===== config.mk =====
export PLATFORM = sky130hd
export DESIGN_NAME = axi_lite_regfile
export DESIGN_NICKNAME = d
export VERILOG_FILES = /design/src/rtl/axi_lite_regfile.sv
export SDC_FILE = /design/constraint.sdc
export NUM_CORES = 1
export LEC_CHECK = 0
export ABC_AREA = 1
export BUFFER_PORTS_ARGS = -buffer_cell sky130_fd_sc_hd__buf_2
export CAP_MARGIN = 20
export CORE_AREA = 2 2 305 307
export DETAILED_ROUTE_END_ITERATION = 10
export DIE_AREA = 0 0 307 309
export GPL_TIMING_DRIVEN = 0
export SLEW_MARGIN = 20
export SYNTH_ARGS = -nofsm -noshare
export SYNTH_HDL_FRONTEND = slang
export SYNTH_SLANG_ARGS = --single-unit

===== constraint.sdc =====
create_clock -name i_axi_clk -period 2.5 [get_ports i_axi_clk]
set_input_delay 0.125 -clock i_axi_clk [delete_from_list [all_inputs] [get_ports i_axi_clk]]
set_output_delay 0.125 -clock i_axi_clk [all_outputs]
set_load 0.03 [all_outputs]

===== src/rtl/axi_lite_regfile.sv =====
// AXI4-Lite register file: NUM_RW read/write registers followed by NUM_RO read-only status words.
// Define AXI_REGFILE_WR_PULSE_EN to add o_wr_pulse, a one-cycle per-register strobe on every OKAY write.

module axi_lite_regfile #(
  parameter int unsigned ADDR_WIDTH = 32,
  parameter int unsigned DATA_WIDTH = 32,
  parameter int unsigned NUM_RW     = 16,
  parameter int unsigned NUM_RO     = 4
) (
  input  logic                                              i_axi_clk,
  input  logic                                              i_axi_rst,
  input  logic                                              i_awvalid,
  input  logic [ADDR_WIDTH-1:0]                             i_awaddr,
  output logic                                              o_awready,
  input  logic                                              i_wvalid,
  output logic                                              o_wready,
  input  logic [DATA_WIDTH-1:0]                             i_wdata,
  input  logic [DATA_WIDTH/8-1:0]                           i_wstrb,
  output logic                                              o_bvalid,
  input  logic                                              i_bready,
  output logic [1:0]                                        o_bresp,
  input  logic                                              i_arvalid,
  output logic                                              o_arready,
  input  logic [ADDR_WIDTH-1:0]                             i_araddr,
  output logic                                              o_rvalid,
  input  logic                                              i_rready,
  output logic [1:0]                                        o_rresp,
  output logic [DATA_WIDTH-1:0]                             o_rdata,
  output logic [NUM_RW*DATA_WIDTH-1:0]                      o_regs,
  input  logic [((NUM_RO > 0) ? NUM_RO : 1)*DATA_WIDTH-1:0] i_status
`ifdef AXI_REGFILE_WR_PULSE_EN
  ,
  output logic [NUM_RW-1:0]                                 o_wr_pulse
`endif
);

  localparam int unsigned STRB_W    = DATA_WIDTH / 8;
  localparam int unsigned ADDR_LSB  = $clog2(STRB_W);
  // Seven index bits cover the largest legal map (64 RW + 64 RO).
  localparam int unsigned IDX_MAX_W = 7;
  localparam int unsigned IDX_W     = ((ADDR_WIDTH - ADDR_LSB) < IDX_MAX_W) ?
                                      (ADDR_WIDTH - ADDR_LSB) : IDX_MAX_W;
  localparam int unsigned NUM_REGS  = NUM_RW + NUM_RO;

  localparam logic [1:0] RESP_OKAY   = 2'b00;
  localparam logic [1:0] RESP_SLVERR = 2'b10;
  localparam logic [1:0] RESP_DECERR = 2'b11;

  logic                  aw_full_q, aw_full_n;
  logic [IDX_W-1:0]      aw_idx_q, aw_idx_n;
  logic                  w_full_q, w_full_n;
  logic [DATA_WIDTH-1:0] w_data_q, w_data_n;
  logic [STRB_W-1:0]     w_strb_q, w_strb_n;

  logic                  awready_n, wready_n, arready_n;
  logic                  bvalid_n, rvalid_n;
  logic [1:0]            bresp_n, rresp_n;
  logic [DATA_WIDTH-1:0] rdata_n;

  logic                  commit;
  logic                  reg_wr_en;
  logic [1:0]            wr_resp;
  logic [IDX_W-1:0]      ar_idx;
  logic [DATA_WIDTH-1:0] rd_word;
  logic [1:0]            rd_resp;

  logic                  unused_inputs;
  assign unused_inputs = ^{i_awaddr, i_araddr, i_status};

  // Write-side decode of the buffered AW index
  always_comb begin
    wr_resp = RESP_DECERR;
    if (32'(aw_idx_q) < NUM_RW) begin
      wr_resp = RESP_OKAY;
    end else if (32'(aw_idx_q) < NUM_REGS) begin
      wr_resp = RESP_SLVERR;
    end
  end

  assign commit    = aw_full_q & w_full_q & ~o_bvalid;
  assign reg_wr_en = commit & (wr_resp == RESP_OKAY);

  // Read-side decode and data mux straight from the live address
  always_comb begin
    ar_idx  = i_araddr[ADDR_LSB +: IDX_W];
    rd_word = '0;
    rd_resp = (32'(ar_idx) < NUM_REGS) ? RESP_OKAY : RESP_DECERR;
    for (int unsigned k = 0; k < NUM_RW; k++) begin
      if (32'(ar_idx) == k) rd_word = o_regs[k*DATA_WIDTH +: DATA_WIDTH];
    end
    for (int unsigned k = 0; k < NUM_RO; k++) begin
      if (32'(ar_idx) == NUM_RW + k) rd_word = i_status[k*DATA_WIDTH +: DATA_WIDTH];
    end
  end

  // Next-state for holders, handshake flags and response channels
  always_comb begin
    aw_full_n = aw_full_q;
    aw_idx_n  = aw_idx_q;
    w_full_n  = w_full_q;
    w_data_n  = w_data_q;
    w_strb_n  = w_strb_q;
    bvalid_n  = o_bvalid;
    bresp_n   = o_bresp;
    rvalid_n  = o_rvalid;
    rresp_n   = o_rresp;
    rdata_n   = o_rdata;

    if (commit) begin
      aw_full_n = 1'b0;
      w_full_n  = 1'b0;
      bvalid_n  = 1'b1;
      bresp_n   = wr_resp;
    end else if (o_bvalid && i_bready) begin
      bvalid_n = 1'b0;
    end

    if (i_awvalid && o_awready) begin
      aw_full_n = 1'b1;
      aw_idx_n  = i_awaddr[ADDR_LSB +: IDX_W];
    end

    if (i_wvalid && o_wready) begin
      w_full_n = 1'b1;
      w_data_n = i_wdata;
      w_strb_n = i_wstrb;
    end

    if (i_arvalid && o_arready) begin
      rvalid_n = 1'b1;
      rresp_n  = rd_resp;
      rdata_n  = rd_word;
    end else if (o_rvalid && i_rready) begin
      rvalid_n = 1'b0;
    end

    awready_n = ~aw_full_n;
    wready_n  = ~w_full_n;
    arready_n = ~rvalid_n;
  end

  always_ff @(posedge i_axi_clk or negedge i_axi_rst) begin
    if (!i_axi_rst) begin
      aw_full_q <= 1'b0;
      aw_idx_q  <= '0;
      w_full_q  <= 1'b0;
      w_data_q  <= '0;
      w_strb_q  <= '0;
      o_awready <= 1'b0;
      o_wready  <= 1'b0;
      o_arready <= 1'b0;
      o_bvalid  <= 1'b0;
      o_bresp   <= '0;
      o_rvalid  <= 1'b0;
      o_rresp   <= '0;
      o_rdata   <= '0;
    end else begin
      aw_full_q <= aw_full_n;
      aw_idx_q  <= aw_idx_n;
      w_full_q  <= w_full_n;
      w_data_q  <= w_data_n;
      w_strb_q  <= w_strb_n;
      o_awready <= awready_n;
      o_wready  <= wready_n;
      o_arready <= arready_n;
      o_bvalid  <= bvalid_n;
      o_bresp   <= bresp_n;
      o_rvalid  <= rvalid_n;
      o_rresp   <= rresp_n;
      o_rdata   <= rdata_n;
    end
  end

  // Register array with per-byte strobes; o_regs is the flop output itself
  always_ff @(posedge i_axi_clk or negedge i_axi_rst) begin
    if (!i_axi_rst) begin
      o_regs <= '0;
    end else if (reg_wr_en) begin
      for (int unsigned k = 0; k < NUM_RW; k++) begin
        for (int unsigned b = 0; b < STRB_W; b++) begin
          if (32'(aw_idx_q) == k && w_strb_q[b]) begin
            o_regs[k*DATA_WIDTH + b*8 +: 8] <= w_data_q[b*8 +: 8];
          end
        end
      end
    end
  end

`ifdef AXI_REGFILE_WR_PULSE_EN
  logic [NUM_RW-1:0] wr_pulse_n;

  always_comb begin
    wr_pulse_n = '0;
    for (int unsigned k = 0; k < NUM_RW; k++) begin
      if (reg_wr_en && 32'(aw_idx_q) == k) wr_pulse_n[k] = 1'b1;
    end
  end

  always_ff @(posedge i_axi_clk or negedge i_axi_rst) begin
    if (!i_axi_rst) begin
      o_wr_pulse <= '0;
    end else begin
      o_wr_pulse <= wr_pulse_n;
    end
  end
`endif

endmodule


==> results of run 1 <==
-- layout make-up --
| type | count | area share (%) |
|---|---|---|
| Clock buffer | 105 | 5.61 |
| Multi-Input combinational cell | 2339 | 28.8 |
| Inverter | 201 | 2.06 |
| Timing Repair Buffer | 930 | 15.7 |
| Antenna cell | 6 | 0.0409 |
| Buffer | 173 | 2.24 |
| Sequential cell | 597 | 40.7 |
| Tap cell | 1186 | 4.05 |
| Clock inverter | 13 | 0.706 |
-- worst max-delay path: stages --
cell and delay, ps:
buf_2 130, nand2_1 210, inv_2 80, nand2_2 200, nor2_4 140, buf_2 260, a21oi_1 400, nand4_1 260
nor2_1 230, nand4_1 160, nor2_1 220, nand4_1 200, nand2_1 150, nand4_1 110, nand2_1 90, nand2_1 50
-- power by group --
group	switching, mW	internal, mW
logic	6.44	1.73
registers	0.942	10.9
clock network	4.36	6.23
-- cells by family after synthesis --
kind of cell	after synthesis	share of synthesized area, %
AND/OR/NAND/NOR	1686	26.0
AO/OA/AOI/OAI	649	12.2
flip-flops	597	55.9
buffers and inverters	377	5.77
multiplexers	4	0.169
-- how the worst max path moves through the flow --
stage | end | slack, ps | depth (start not counted)
6_report | o_rdata[1]$_DFFE_PN0P_ | -20 | 16
5_1_grt | o_regs[142]$_DFFE_PN0P_ | -100 | 9
4_1_cts | o_regs[381]$_DFFE_PN0P_ | -10 | 9
3_5_place_dp | o_rdata[16]$_DFFE_PN0P_ | -860 | 20
3_3_place_gp | o_regs[36]$_DFFE_PN0P_ | -11790 | 1
2_1_floorplan | o_regs[182]$_DFFE_PN0P_ | 490 | 10
-- repair_timing --
action                                  in CTS  in global routing
endpoints found under the setup margin     524                444
endpoints found under the hold margin      291                  0
gates resized for setup                     54                100
pin swaps                                    8                 15
setup buffers                                6                 11
hold buffers                               169                  0
-- flip-flops by register name (all words and copies together) (netlist names), 2 cells and up --
name / cells
w_data_q: 32
aw_idx_q: 7
o_rdata: 32
o_regs: 512
w_strb_q: 4
o_bresp: 2
-- stage by stage --
step           utilization [%]  power, mW
6_report                  40.1       30.6
3_5_place_dp              35.1       19.7
2_1_floorplan                -       15.5
4_1_cts                   39.8       30.7
5_1_grt                   40.1       31.6
3_3_place_gp              34.9       19.6
-- layer usage --
| layer | up-vias | GRT usage [%] | wire [um] |
|---|---|---|---|
| met5 | - | 0 | 40 |
| met1 | 14000 | 39.2 | 59800 |
| met3 | 314 | 6.14 | 11700 |
| met2 | 1421 | 47.1 | 66600 |
| met4 | 6 | 12.1 | 6840 |
| li1 | 12700 | - | - |
-- cells in the final DEF (no fill, tap or decap), types with 14 or more instances in the layout --
master         count
nand2_2           44
clkbuf_16         72
nor2_2            14
nand2_1         1146
dlygate4sd3_1    168
clkbuf_1         107
or2_2             46
inv_1            190
nor2_1           190
nand3_1          100
buf_4             16
nor2_4            29
buf_2            795
a21oi_1          107
nand4_1           89
dfrtp_1          597
o21ai_0          537
==> results.py, run 1 <==
metrics = {
    "clock_network": {
        "cts_buffers": 70,
        "clkLatencyLatePin_ps": 630,
        "tritoncts": "yes",
        "cts-root-buf": "clkbuf_16",
        "htreeDepth": 3,
        "clk_path_buf_depth": 3,
        "clk_pin_slew_ps": 60,
        "clock-sinks": 597,
    },
    "flow_run": {
        "cap_violations": 0,
    },
    "yosys": {
        "synth_warnings": 0,
        "ys_ff_latch": 597,
        "synthesis.nets": 3548,
        "yosys.area.top_type": "dfrtp_1",
        "ys_top_cells_by_area": "dfrtp_1 56%, nand2_1 17%, o21ai_0 10%",
        "postSynthCellCount": 3313,
        "synth-edff-count": 0,
        "ys_types": 26,
        "synth_top_area_share_pct": 55.9,
        "async_reset_ff_share_pct": 100,
        "yosys-top-cells-count": "1190 x nand2_1, 597 x dfrtp_1, 537 x o21ai_0",
        "dominantRegCellSynth": "dfrtp_1",
        "synth_most_common_cell": "nand2_1",
        "synth.avg_cell_area_sq_um": 8.07,
        "syn-cell-area_sq_um": 26700,
        "ys_seq_area_share_pct": 55.9,
    },
    "floorplanning": {
        "rows": 111,
        "die_h_um": 309,
        "core_area_sq_um": 91400,
        "die_area_sq_um": 94900,
        "die_w_um": 307,
        "initial_core_util_pct": 29.2,
        "ios": 788,
    },
    "run_status": {
        "failed_checks": "setup timing",
        "status": "finished with violations",
    },
    "routing": {
        "wl_per_cell_um": 26.1,
        "routed_via_density": 5.12,
        "vias": 28400,
        "detail-route-antenna-nets": 0,
        "dr.pass1.iters": 8,
        "post-route-drc-count": 0,
        "wl_mm": 145,
        "dr.first_iter.drc_count": 2979,
    },
    "finish": {
        "regArea_sq_um": 14900,
        "multi_input_area_sq_um": 10600,
        "synthToLayoutAreaGrowth_pct": 37.2,
        "stdcell_area_sq_um": 36700,
        "fin_nets": 4547,
        "final_cell_count_no_fill": 5550,
        "nFillCells": 9471,
        "drive_above_1_share_pct": 25.3,
    },
    "global_route": {
        "grt_pass1_wl_mm": 199,
        "grt_pass1_vias": 26700,
        "antenna_found_initial": 11,
        "grt_overflow": 0,
        "grt_max_degree": 97,
        "grt_usage_pct": 29.5,
    },
    "timing": {
        "worst_slack_ps": -24.9,
        "tightest_slew_ps": 996,
        "final-max-slew-violation-count": 0,
        "finalSetupViolations": 1,
        "final.min_clock_period_ps": 2520,
        "skew_ps": 30.4,
        "rsz0062_at_grt": "yes",
        "whs_ps": 36.3,
        "final_hold_viol_count": 0,
        "post-route-period-util_pct": 101,
        "tns_ps": -24.9,
        "maxSlewHeadroom_pct": 33.6,
        "max_freq_ghz": 0.396,
    },
    "placement": {
        "dp.cells": 5243,
        "dpl.hpwl_mm": 116,
        "placed_area_sq_um": 32100,
        "gp_congestion": 0.969,
        "place_ws_ps": -856,
        "port-buffer-count": 737,
    },
    "worst_hold_path": {
        "hp-start": "i_status[41]",
        "hold_path_end": "o_rdata[9]$_DFFE_PN0P_",
        "holdPathStages": 7,
        "min_path_type": "input port to flip-flop",
    },
    "critical_path": {
        "endpoint_kind": "flip-flop",
        "timing.rr.start": "o_regs[1]$_DFFE_PN0P_",
        "critical_path_required_ps": 3020,
        "crit_fanout": 10,
        "crit_path_start_kind": "input port",
        "crit_type": "input port to flip-flop",
        "r2r_setup_slack_ps": 10,
        "r2r_end": "o_rdata[1]$_DFFE_PN0P_",
        "critical_path.startpoint": "i_araddr[3]",
        "cp_data_arrival_time_ps": 3040,
        "r2r_cells": 12,
    },
    "power": {
        "p_per_area_nw_per_um2": 834,
        "vdd_drop_max_uv": 603,
        "leakage_nw": 18.6,
    },
}
No activity file was read; power rests on OpenSTA's default activity.
==> run 2: changes to the inputs <==
--- a/config.mk
+++ b/config.mk
@@ -8,10 +8,13 @@
 export ABC_AREA = 1
 export BUFFER_PORTS_ARGS = -buffer_cell sky130_fd_sc_hd__buf_2
 export CAP_MARGIN = 20
+export CELL_PAD_IN_SITES_DETAIL_PLACEMENT = 0
+export CELL_PAD_IN_SITES_GLOBAL_PLACEMENT = 1
 export CORE_AREA = 2 2 305 307
 export DETAILED_ROUTE_END_ITERATION = 10
 export DIE_AREA = 0 0 307 309
 export GPL_TIMING_DRIVEN = 0
+export PLACE_DENSITY_LB_ADDON = 0.1
 export SLEW_MARGIN = 20
 export SYNTH_ARGS = -nofsm -noshare
 export SYNTH_HDL_FRONTEND = slang
==> run 2 against run 1 <==
Against the previous run: sequential share of layout area decreased by 0.21 points; combinational power decreased by 4.0%; cell area increased by 0.53%; the flow now finishes without violations; core utilization increased by 0.21 points; fmax increased by 2.5%; sequential power about the same; critical path depth increased by 2; routed wire length decreased by 1.2%.
==> results.py, run 2 (same netlist as run 1, synthesis figures left out) <==
metrics = {
    "clock_network": {
        "clk_path_buf_depth": 3,
        "htreeDepth": 3,
        "clock-sinks": 597,
        "clkLatencyLatePin_ps": 630,
        "cts_buffers": 73,
        "clk_pin_slew_ps": 60,
        "cts-root-buf": "clkbuf_16",
        "tritoncts": "yes",
    },
    "timing": {
        "post-route-period-util_pct": 98.6,
        "finalSetupViolations": 0,
        "max_freq_ghz": 0.406,
        "final_hold_viol_count": 0,
        "final.min_clock_period_ps": 2460,
        "skew_ps": 20.8,
        "final-max-slew-violation-count": 0,
        "whs_ps": 41.6,
        "maxSlewHeadroom_pct": 32.5,
        "tightest_slew_ps": 1010,
        "rsz0062_at_grt": "yes",
    },
    "finish": {
        "final_common_cell": "nand2_1",
        "utilization_pct": 40.3,
        "regMostFlops": "o_regs",
        "multi_input_area_sq_um": 10600,
        "final_cell_mix": "1138 x nand2_1, 794 x buf_2, 597 x dfrtp_1",
        "largest_reg_flops": 512,
        "nFillCells": 9773,
        "stdcell_area_sq_um": 36900,
        "final_cell_count_no_fill": 5566,
        "reg_top3": "o_regs (512), o_rdata (32), w_data_q (32)",
        "drive_above_1_share_pct": 25.5,
        "regArea_sq_um": 14900,
        "fin_nets": 4555,
        "synthToLayoutAreaGrowth_pct": 38.0,
    },
    "critical_path": {
        "crit_type": "input port to flip-flop",
        "crit_fanout": 10,
        "critical_path_required_ps": 3020,
        "crit_path_start_kind": "input port",
        "endpoint_kind": "flip-flop",
        "cp_data_arrival_time_ps": 2990,
    },
    "global_route": {
        "grt_usage_pct": 29.5,
        "antenna_found_initial": 7,
        "grt_overflow": 0,
        "grt_pass1_wl_mm": 200,
        "grt_pass1_vias": 26900,
        "grt_max_degree": 93,
    },
    "routing": {
        "met3_length_mm": 9.23,
        "met2WireLength_mm": 67.9,
        "top_layer": "met5",
        "wl_per_cell_um": 25.7,
        "dr.first_iter.drc_count": 2288,
        "vias": 27200,
        "dr.pass1.iters": 5,
        "wl_mm": 143,
        "wl_met1_mm": 62.1,
        "post-route-drc-count": 0,
        "detail-route-antenna-nets": 0,
        "routed_via_density": 4.89,
    },
    "floorplanning": {
        "core_area_sq_um": 91400,
        "die_h_um": 309,
        "ios": 788,
        "rows": 111,
        "die_area_sq_um": 94900,
        "die_w_um": 307,
        "initial_core_util_pct": 29.2,
    },
    "placement": {
        "placed_area_sq_um": 32100,
        "gp_congestion": 0.889,
        "port-buffer-count": 737,
        "dp.cells": 5243,
        "dpl.hpwl_mm": 115,
    },
    "power": {
        "p_per_area_nw_per_um2": 835,
        "leakage_nw": 18.7,
        "vdd_drop_max_uv": 493,
    },
    "flow_run": {
        "cap_violations": 0,
    },
    "worst_hold_path": {
        "min_path_type": "input port to flip-flop",
    },
    "run_status": {
        "status": "finished, final reports clean",
    },
}
-- run 2: cell count changes in the layout (fill, tap and decap cells not counted), moves of 7 or more --
cell      delta
clkbuf_2     +8
clkinv_2     +8
nand2_1      -8
nand2_2      +8
nor2_1       +7
nor2_2       -8
-- run 2: cell type report --
cell class                      instances  share of cell area, %
Multi-Input combinational cell       2339                   28.6
Timing Repair Buffer                  933                   15.8
Antenna cell                            3                 0.0204
Inverter                              201                   2.06
Clock buffer                          108                   5.69
Tap cell                             1186                   4.02
Clock inverter                         24                  0.937
Sequential cell                       597                   40.5
Buffer                                175                   2.31
-- run 2: stage by stage --
| step | worst slack [ps] | power (mW) | setup TNS (ps) |
|---|---|---|---|
| floorplan | 495 | 15.5 | 0 |
| global placement | -12550 | 19.4 | -7628130 |
| detailed placement | -760 | 19.5 | -210860 |
| CTS | 8.05 | 31.0 | 0 |
| global route | -37.9 | 32.0 | -320 |
| finish | 35.7 | 30.8 | 0 |
-- run 2: timing repair --
item | in CTS | in global routing
setup buffers | 4 | 10
endpoints found under the hold margin | 414 | 0
resized for setup | 51 | 117
pin swaps | 3 | 7
hold buffers | 175 | 0
endpoints found under the setup margin | 522 | 526
-- run 2: layer usage --
metal / vias to the layer above / global-route usage (%)
met5: - / 0
met4: 4 / 7.91
met3: 176 / 6.38
met2: 884 / 48.5
met1: 13400 / 39.4
li1: 12700 / -
-- run 2: worst paths after layout --
check	slack, ps	from	cells after the start	end
setup / recovery	40	i_araddr[5]	18	o_rdata[28]$_DFFE_PN0P_
setup reg to reg	130	aw_idx_q[5]$_DFFE_PN0P_	10	o_regs[62]$_DFFE_PN0P_
hold reg to reg	460	o_rvalid$_DFF_PN0_	1	o_arready$_DFF_PN0_
min in group asynchronous	120	i_axi_rst	3	o_regs[93]$_DFFE_PN0P_
max in group asynchronous	1380	i_axi_rst	4	o_regs[454]$_DFFE_PN0P_
hold / removal	40	i_status[61]	6	o_rdata[29]$_DFFE_PN0P_
-- run 2: where the power goes --
group / internal, mW / switching (mW)
sequential: 10.9 / 0.959
clock: 6.57 / 4.56
combinational: 1.76 / 6.08
total: 19.2 / 11.6
-- run 2: critical path: stages --
cell     delay [ps]
buf_2           150
nor2_1          120
nand2_2         200
nor2_1          100
buf_2           240
buf_6           210
nand2_1          70
nand3_1          80
a21oi_1         240
nand4_1         170
nor2_1          200
nand4_1         160
nand2_1         130
nand4_1         250
nor2_1          290
nand4_1         120
nand2_1          80
nand2_1          40
